--- config.mk ---
export PLATFORM = sky130hd
export DESIGN_NAME = pipeline_stage_register
export DESIGN_NICKNAME = d
export VERILOG_FILES = /design/src/rtl/pipeline_stage_register_pkg.sv /design/src/rtl/pipeline_stage_register.sv
export SDC_FILE = /design/constraint.sdc
export NUM_CORES = 1
export LEC_CHECK = 0
export CORE_ASPECT_RATIO = 0.5
export CORE_UTILIZATION = 44
export DETAILED_ROUTE_END_ITERATION = 6
export PLACE_DENSITY_LB_ADDON = 0.15
export RECOVER_POWER = 50
export SYNTH_ARGS = -nofsm -noshare
export SYNTH_HDL_FRONTEND = slang
export SYNTH_SLANG_ARGS = --single-unit
export TNS_END_PERCENT = 50
--- constraint.sdc ---
create_clock -name clk -period 1.48 [get_ports clk]
set_input_delay 0.296 -clock clk [delete_from_list [all_inputs] [get_ports clk]]
set_output_delay 0.296 -clock clk [all_outputs]
set_load 0.02 [all_outputs]
--- src/rtl/pipeline_stage_register_pkg.sv ---
// Shared types for the inter-stage pipeline registers: payload layouts,
// bubble encodings and the skid-buffer control states.
package pipeline_stage_register_pkg;

  localparam int unsigned DATA_BUS = 32;
  localparam logic [DATA_BUS-1:0] NOP_INSTR = 32'h00000013;

  typedef struct packed {
    logic [DATA_BUS-1:0] instr;
    logic [DATA_BUS-1:0] pc;
    logic [DATA_BUS-1:0] pc_plus4;
  } fd_payload_t;

  localparam int unsigned FD_WIDTH = $bits(fd_payload_t);
  localparam fd_payload_t FD_BUBBLE = '{instr: NOP_INSTR, pc: '0, pc_plus4: '0};

  typedef enum logic [1:0] {
    ST_EMPTY = 2'd0,
    ST_ONE   = 2'd1,
    ST_TWO   = 2'd2
  } skid_state_e;

endpackage

--- src/rtl/pipeline_stage_register.sv ---
// Valid/ready pipeline register with a two-entry skid buffer and a flush
// that drops all held entries and presents the bubble payload.
module pipeline_stage_register
  import pipeline_stage_register_pkg::*;
#(
  parameter int unsigned        WIDTH   = FD_WIDTH,
  parameter logic [WIDTH-1:0]   BUBBLE  = '0,
  parameter bit                 NEGEDGE = 1'b1
) (
  input  logic             clk,
  input  logic             rst_n,
  input  logic             flush_i,
  input  logic             in_valid_i,
  output logic             in_ready_o,
  input  logic [WIDTH-1:0] in_data_i,
  output logic             out_valid_o,
  input  logic             out_ready_i,
  output logic [WIDTH-1:0] out_data_o,
  output logic [1:0]       occupancy_o
);

  skid_state_e      r_state;
  logic [WIDTH-1:0] r_main;
  logic [WIDTH-1:0] r_skid;
  logic             r_in_ready;
  logic             r_out_valid;
  logic [1:0]       r_occupancy;

  skid_state_e      w_state_nxt;
  logic [WIDTH-1:0] w_main_nxt;
  logic [WIDTH-1:0] w_skid_nxt;
  logic             w_push;
  logic             w_pop;

  assign w_push = in_valid_i & r_in_ready;
  assign w_pop  = r_out_valid & out_ready_i;

  // Next-state: flush wins over every handshake; main reverts to BUBBLE whenever it empties.
  always_comb begin
    w_state_nxt = r_state;
    w_main_nxt  = r_main;
    w_skid_nxt  = r_skid;
    if (flush_i) begin
      w_state_nxt = ST_EMPTY;
      w_main_nxt  = BUBBLE;
      w_skid_nxt  = BUBBLE;
    end else begin
      case (r_state)
        ST_EMPTY: begin
          if (w_push) begin
            w_state_nxt = ST_ONE;
            w_main_nxt  = in_data_i;
          end
        end
        ST_ONE: begin
          if (w_push && w_pop) begin
            w_main_nxt = in_data_i;
          end else if (w_push) begin
            w_state_nxt = ST_TWO;
            w_skid_nxt  = in_data_i;
          end else if (w_pop) begin
            w_state_nxt = ST_EMPTY;
            w_main_nxt  = BUBBLE;
          end
        end
        ST_TWO: begin
          if (w_pop) begin
            w_state_nxt = ST_ONE;
            w_main_nxt  = r_skid;
            w_skid_nxt  = BUBBLE;
          end
        end
        default: begin
          w_state_nxt = ST_EMPTY;
          w_main_nxt  = BUBBLE;
          w_skid_nxt  = BUBBLE;
        end
      endcase
    end
  end

  // Status flags are registered straight from the next state so no output has a comb path.
  generate
    if (NEGEDGE) begin : g_neg
      always_ff @(negedge clk) begin
        if (!rst_n) begin
          r_state     <= ST_EMPTY;
          r_main      <= BUBBLE;
          r_skid      <= BUBBLE;
          r_in_ready  <= 1'b1;
          r_out_valid <= 1'b0;
          r_occupancy <= 2'd0;
        end else begin
          r_state     <= w_state_nxt;
          r_main      <= w_main_nxt;
          r_skid      <= w_skid_nxt;
          r_in_ready  <= (w_state_nxt != ST_TWO);
          r_out_valid <= (w_state_nxt != ST_EMPTY);
          r_occupancy <= 2'(w_state_nxt);
        end
      end
    end else begin : g_pos
      always_ff @(posedge clk) begin
        if (!rst_n) begin
          r_state     <= ST_EMPTY;
          r_main      <= BUBBLE;
          r_skid      <= BUBBLE;
          r_in_ready  <= 1'b1;
          r_out_valid <= 1'b0;
          r_occupancy <= 2'd0;
        end else begin
          r_state     <= w_state_nxt;
          r_main      <= w_main_nxt;
          r_skid      <= w_skid_nxt;
          r_in_ready  <= (w_state_nxt != ST_TWO);
          r_out_valid <= (w_state_nxt != ST_EMPTY);
          r_occupancy <= 2'(w_state_nxt);
        end
      end
    end
  endgenerate

  assign in_ready_o  = r_in_ready;
  assign out_valid_o = r_out_valid;
  assign out_data_o  = r_main;
  assign occupancy_o = r_occupancy;

endmodule
## Word level (Yosys, flattened, before mapping)

Cells that the tools add are included.

- Flip-flop bits (word level): 196
- Bits of input ports: 101
- Output and inout bits: 100
- Word-level logic and storage cells: 39

- Equal/unequal tests: 9
- Multiplexer cells: 15
- Bitwise gates (word level): 4
- Reductions and logical operators: 6

Operators with widths:

| operator | count |
|---|---|
| $mux W96 | 6 |
| $pmux W96 S3 | 2 |
| $mux W2 | 6 |
| $ne A2 B2 Y1 const B | 5 |
| $reduce_and A4 Y1 | 2 |
| $ne A3 B3 Y1 const B | 2 |
| $pmux W2 S3 | 1 |
| $and A1 B1 Y1 | 2 |
| $eq A2 B1 Y1 const B | 1 |
| $eq A2 B2 Y1 const B | 1 |
| $logic_not A2 Y1 | 1 |
| $not A1 Y1 | 2 |
| $reduce_bool A2 Y1 | 1 |
| $reduce_or A2 Y1 | 1 |
| $logic_and A1 B1 Y1 | 1 |

## Longest topological paths before layout

- Depth in word-level cells: 7
- Mapped depth: 8
- Depth with buffers taken out: 4

==> results.md <==
* ratio of cells with drive above 1 in the final layout: 42.4%
* area of placed instances: 0.0106 mm²
* worst-path cell with the longest stage delay: sky130_fd_sc_hd__dfxtp_4
* initial cell density of the core: 45.4%
* overflow left after global routing: 0
* routed length on met2: 20,000 µm
* boundary pin count: 201
* final weighted congestion in routability-driven placement: 0.769
* count of filler cells inserted in the layout: 677
* RSZ-0062 raised after global routing: true
* Routed met3 length: 6500 µm
* actual transition at the worst max-transition pin: 0.500 ns
* Data required, critical path: 1.18 ns
* combined buffer and inverter count along the critical path: 1
* cell area after synthesis: 0.00795 mm²
* Die Width: 192 µm
* highest metal layer with signal wires: met5
* Synth top cells by count: sky130_fd_sc_hd__dfxtp_1 (196), sky130_fd_sc_hd__nand2_1 (196), sky130_fd_sc_hd__a21oi_1 (97), sky130_fd_sc_hd__nor2_1 (97), sky130_fd_sc_hd__mux2i_1 (96)
* cell types with the largest area share after synthesis: sky130_fd_sc_hd__dfxtp_1 (49%), sky130_fd_sc_hd__mux2i_1 (12%), sky130_fd_sc_hd__o221ai_1 (10%), sky130_fd_sc_hd__nand2_1 (9.3%), sky130_fd_sc_hd__a21oi_1 (6.1%)
* Antenna diodes: 0
* Syn. warnings: 0
* routed length per instance: 27.6 µm
* met1 layer wirelength in the final routing: 16,300 µm
* antenna violations before repair: 1
* DRT Wirelength: 46,300 µm
* path class of the lowest-slack min-delay path: reg2reg
* Slowest Stage Delay on Critical Path: 0.42 ns
* final antenna-violating net count: 0
* number of instances in the synthesized netlist: 886
* Avg Cell Area, Syn: 8.97 µm²
* list of cells traversed by the critical path: buf_6
* Die H: 97.0 µm
* residual DRC count: 0
* number of input and output port buffers inserted: 200
* placeable core region: 0.0175 mm²
* CTS tree: done
* number of enable flip-flop cells after synthesis: 0
* IR drop worst, VDD: 0.979 mV
* share of the yosys chip area belonging to registers: 49.4%
* type of the setup path with the least slack: reg2out
* startpoint kind of the worst setup timing path: register
* post-synthesis to final-layout area growth: 99.9%
* total iterations of the first detailed-routing run: 5
* most frequently used flop master after synthesis: sky130_fd_sc_hd__dfxtp_1
* design area: 0.0159 mm²
* Final Hold Fails: 0
* CTS sink cnt: 196
* TritonCTS buffer count: 17
* Mapped Nets: 987
* half-perimeter wire length of the detailed placement result: 14,600 µm
* buffer type at the clock tree root: sky130_fd_sc_hd__clkbuf_16
* count of maximum capacitance violations: 0
* maximum buffer depth of the clock tree: 2
* number of register bits inferred by synthesis: 196
* Max H-tree Level: 4
* run status: complete, but fails checks
* leading area contributor after synthesis: sky130_fd_sc_hd__dfxtp_1
* post-synth top area share: 49.4%
* mean number of vias per cell: 6.37
* Die Area: 0.0186 mm²
* number of endpoints failing setup at the final stage: 296
* nets@finish: 1,531
* Static Leak: 6.78 nW
* largest net degree at the start of global routing: 53
* Critical Path Fanout Max: 2
* violation count after the first detailed-route iteration: 1,263
* site row count: 34
* violations in the final reports: negative setup slack
* critical path's top delay family: flip-flops
* Clk pin slew, worst setup/hold paths: 0.26 ns
* Worst Setup Slack, final: -0.757 ns
* Setup Slack @ Placement: -1.18 ns
* vias after detailed routing: 10,700
* summed negative setup slack over all endpoints: -126.10 ns
* kind of end point of the critical path: output pin
* Hold Worst Slack: 0.459 ns
* power per standard cell area: 1040 mW/mm²
* Post-Route Skew: 0.163 ns
* number of distinct library cell variants in the gate-level netlist after synthesis: 28
* Post-CTS Hold Buffers: 0
* vias in the first global route: 10,300
* share of synthesized flip-flops with an asynchronous set or reset: 0%
* Slew HR: 66.5%
* number of max-slew violations in the final report: 0
* Clock Latency Late Sink: 0.65 ns
* combined global-route utilization of all metal layers: 38.7%
* global-route wire length before repair: 54,600 µm
* arrival time worst endpoint: 1.94 ns
## per-layer routing
layer	GRT usage, %	vias to the layer above
met2	60.6	1066
li1	-	4260
met4	23.9	2
met1	45.3	4975
met3	13.7	366
met5	0	-
## layout make-up
type / instances / area (µm²) / share of cell area [%]
timing repair buffer: 413 / 5650 / 35.5
multi-input combinational: 605 / 4590 / 28.9
sequential: 196 / 4060 / 25.6
clock inverter: 210 / 866 / 5.45
clock buffer: 17 / 425 / 2.68
tap: 234 / 293 / 1.84
inverter: 1 / 3.75 / 0.0236
## state kept, by name, indices dropped and copies added, names as in the netlist
register and flops:
in_ready_o 1, occupancy_o 2, out_data_o 96, out_valid_o 1
r_skid 96
## timing repair
item                       in CTS  in global routing
setup buffers                  54                 48
resized for setup             850                174
gates cloned                   46                 17
setup endpoints to repair     296                295
pin swaps                      40                 70
## kinds of logic (layout without fill, tap and decap cells)
logic type             after synthesis  count (layout)  synth area share, %
buffers and inverters               87             641                 5.97
multiplexers                        96              96                 12.1
AND/OR/NAND/NOR                    305             306                 14.8
flip-flops                         196             196                 49.4
XOR/XNOR                             1               1                0.110
AO/OA/AOI/OAI                      201             202                 17.7
## cells in the final DEF, fill, tap and decap left out, types with 21 or more instances in the layout
master / Yosys / routed
sky130_fd_sc_hd__o221ai_2: 0 / 66
sky130_fd_sc_hd__inv_1: 2 / 198
sky130_fd_sc_hd__dfxtp_1: 196 / 96
sky130_fd_sc_hd__mux2i_1: 96 / 94
sky130_fd_sc_hd__clkdlybuf4s50_1: 0 / 96
sky130_fd_sc_hd__buf_4: 14 / 67
sky130_fd_sc_hd__buf_6: 0 / 131
sky130_fd_sc_hd__dfxtp_2: 0 / 94
sky130_fd_sc_hd__a21oi_1: 97 / 50
sky130_fd_sc_hd__a21oi_2: 1 / 41
sky130_fd_sc_hd__nor2_1: 97 / 89
sky130_fd_sc_hd__buf_12: 0 / 54
sky130_fd_sc_hd__clkbuf_16: 0 / 33
sky130_fd_sc_hd__nand2_1: 196 / 178
sky130_fd_sc_hd__buf_16: 0 / 40
sky130_fd_sc_hd__o221ai_1: 95 / 21
## path summary, 6_finish.rpt
check                                     from              to  slack, ns  cells after the start
worst max-delay path            out_data_o[71]  out_data_o[71]      -0.76                      1
worst min register to register      r_skid[11]      r_skid[11]       0.46                      2
worst max register to register      in_ready_o  out_data_o[61]      -0.56                      9
worst min-delay path                r_skid[11]      r_skid[11]       0.46                      2
## report_power, final
part	internal (mW)	switching [mW]
clock	3.07	4.61
sequential	5.49	0.157
combinational	1.61	1.51
## stage by stage
stage | instances | power [mW] | utilization (%)
2_1_floorplan | 886 | 7.31 | -
3_3_place_gp | 1301 | 8.28 | 60.7
3_5_place_dp | 1301 | 8.30 | 60.7
4_1_cts | 1627 | 15.1 | 83.1
5_1_grt | 1676 | 17.1 | 90.7
6_report | 1676 | 16.4 | 90.7
Note: power is estimated with default switching activity, not from simulation.
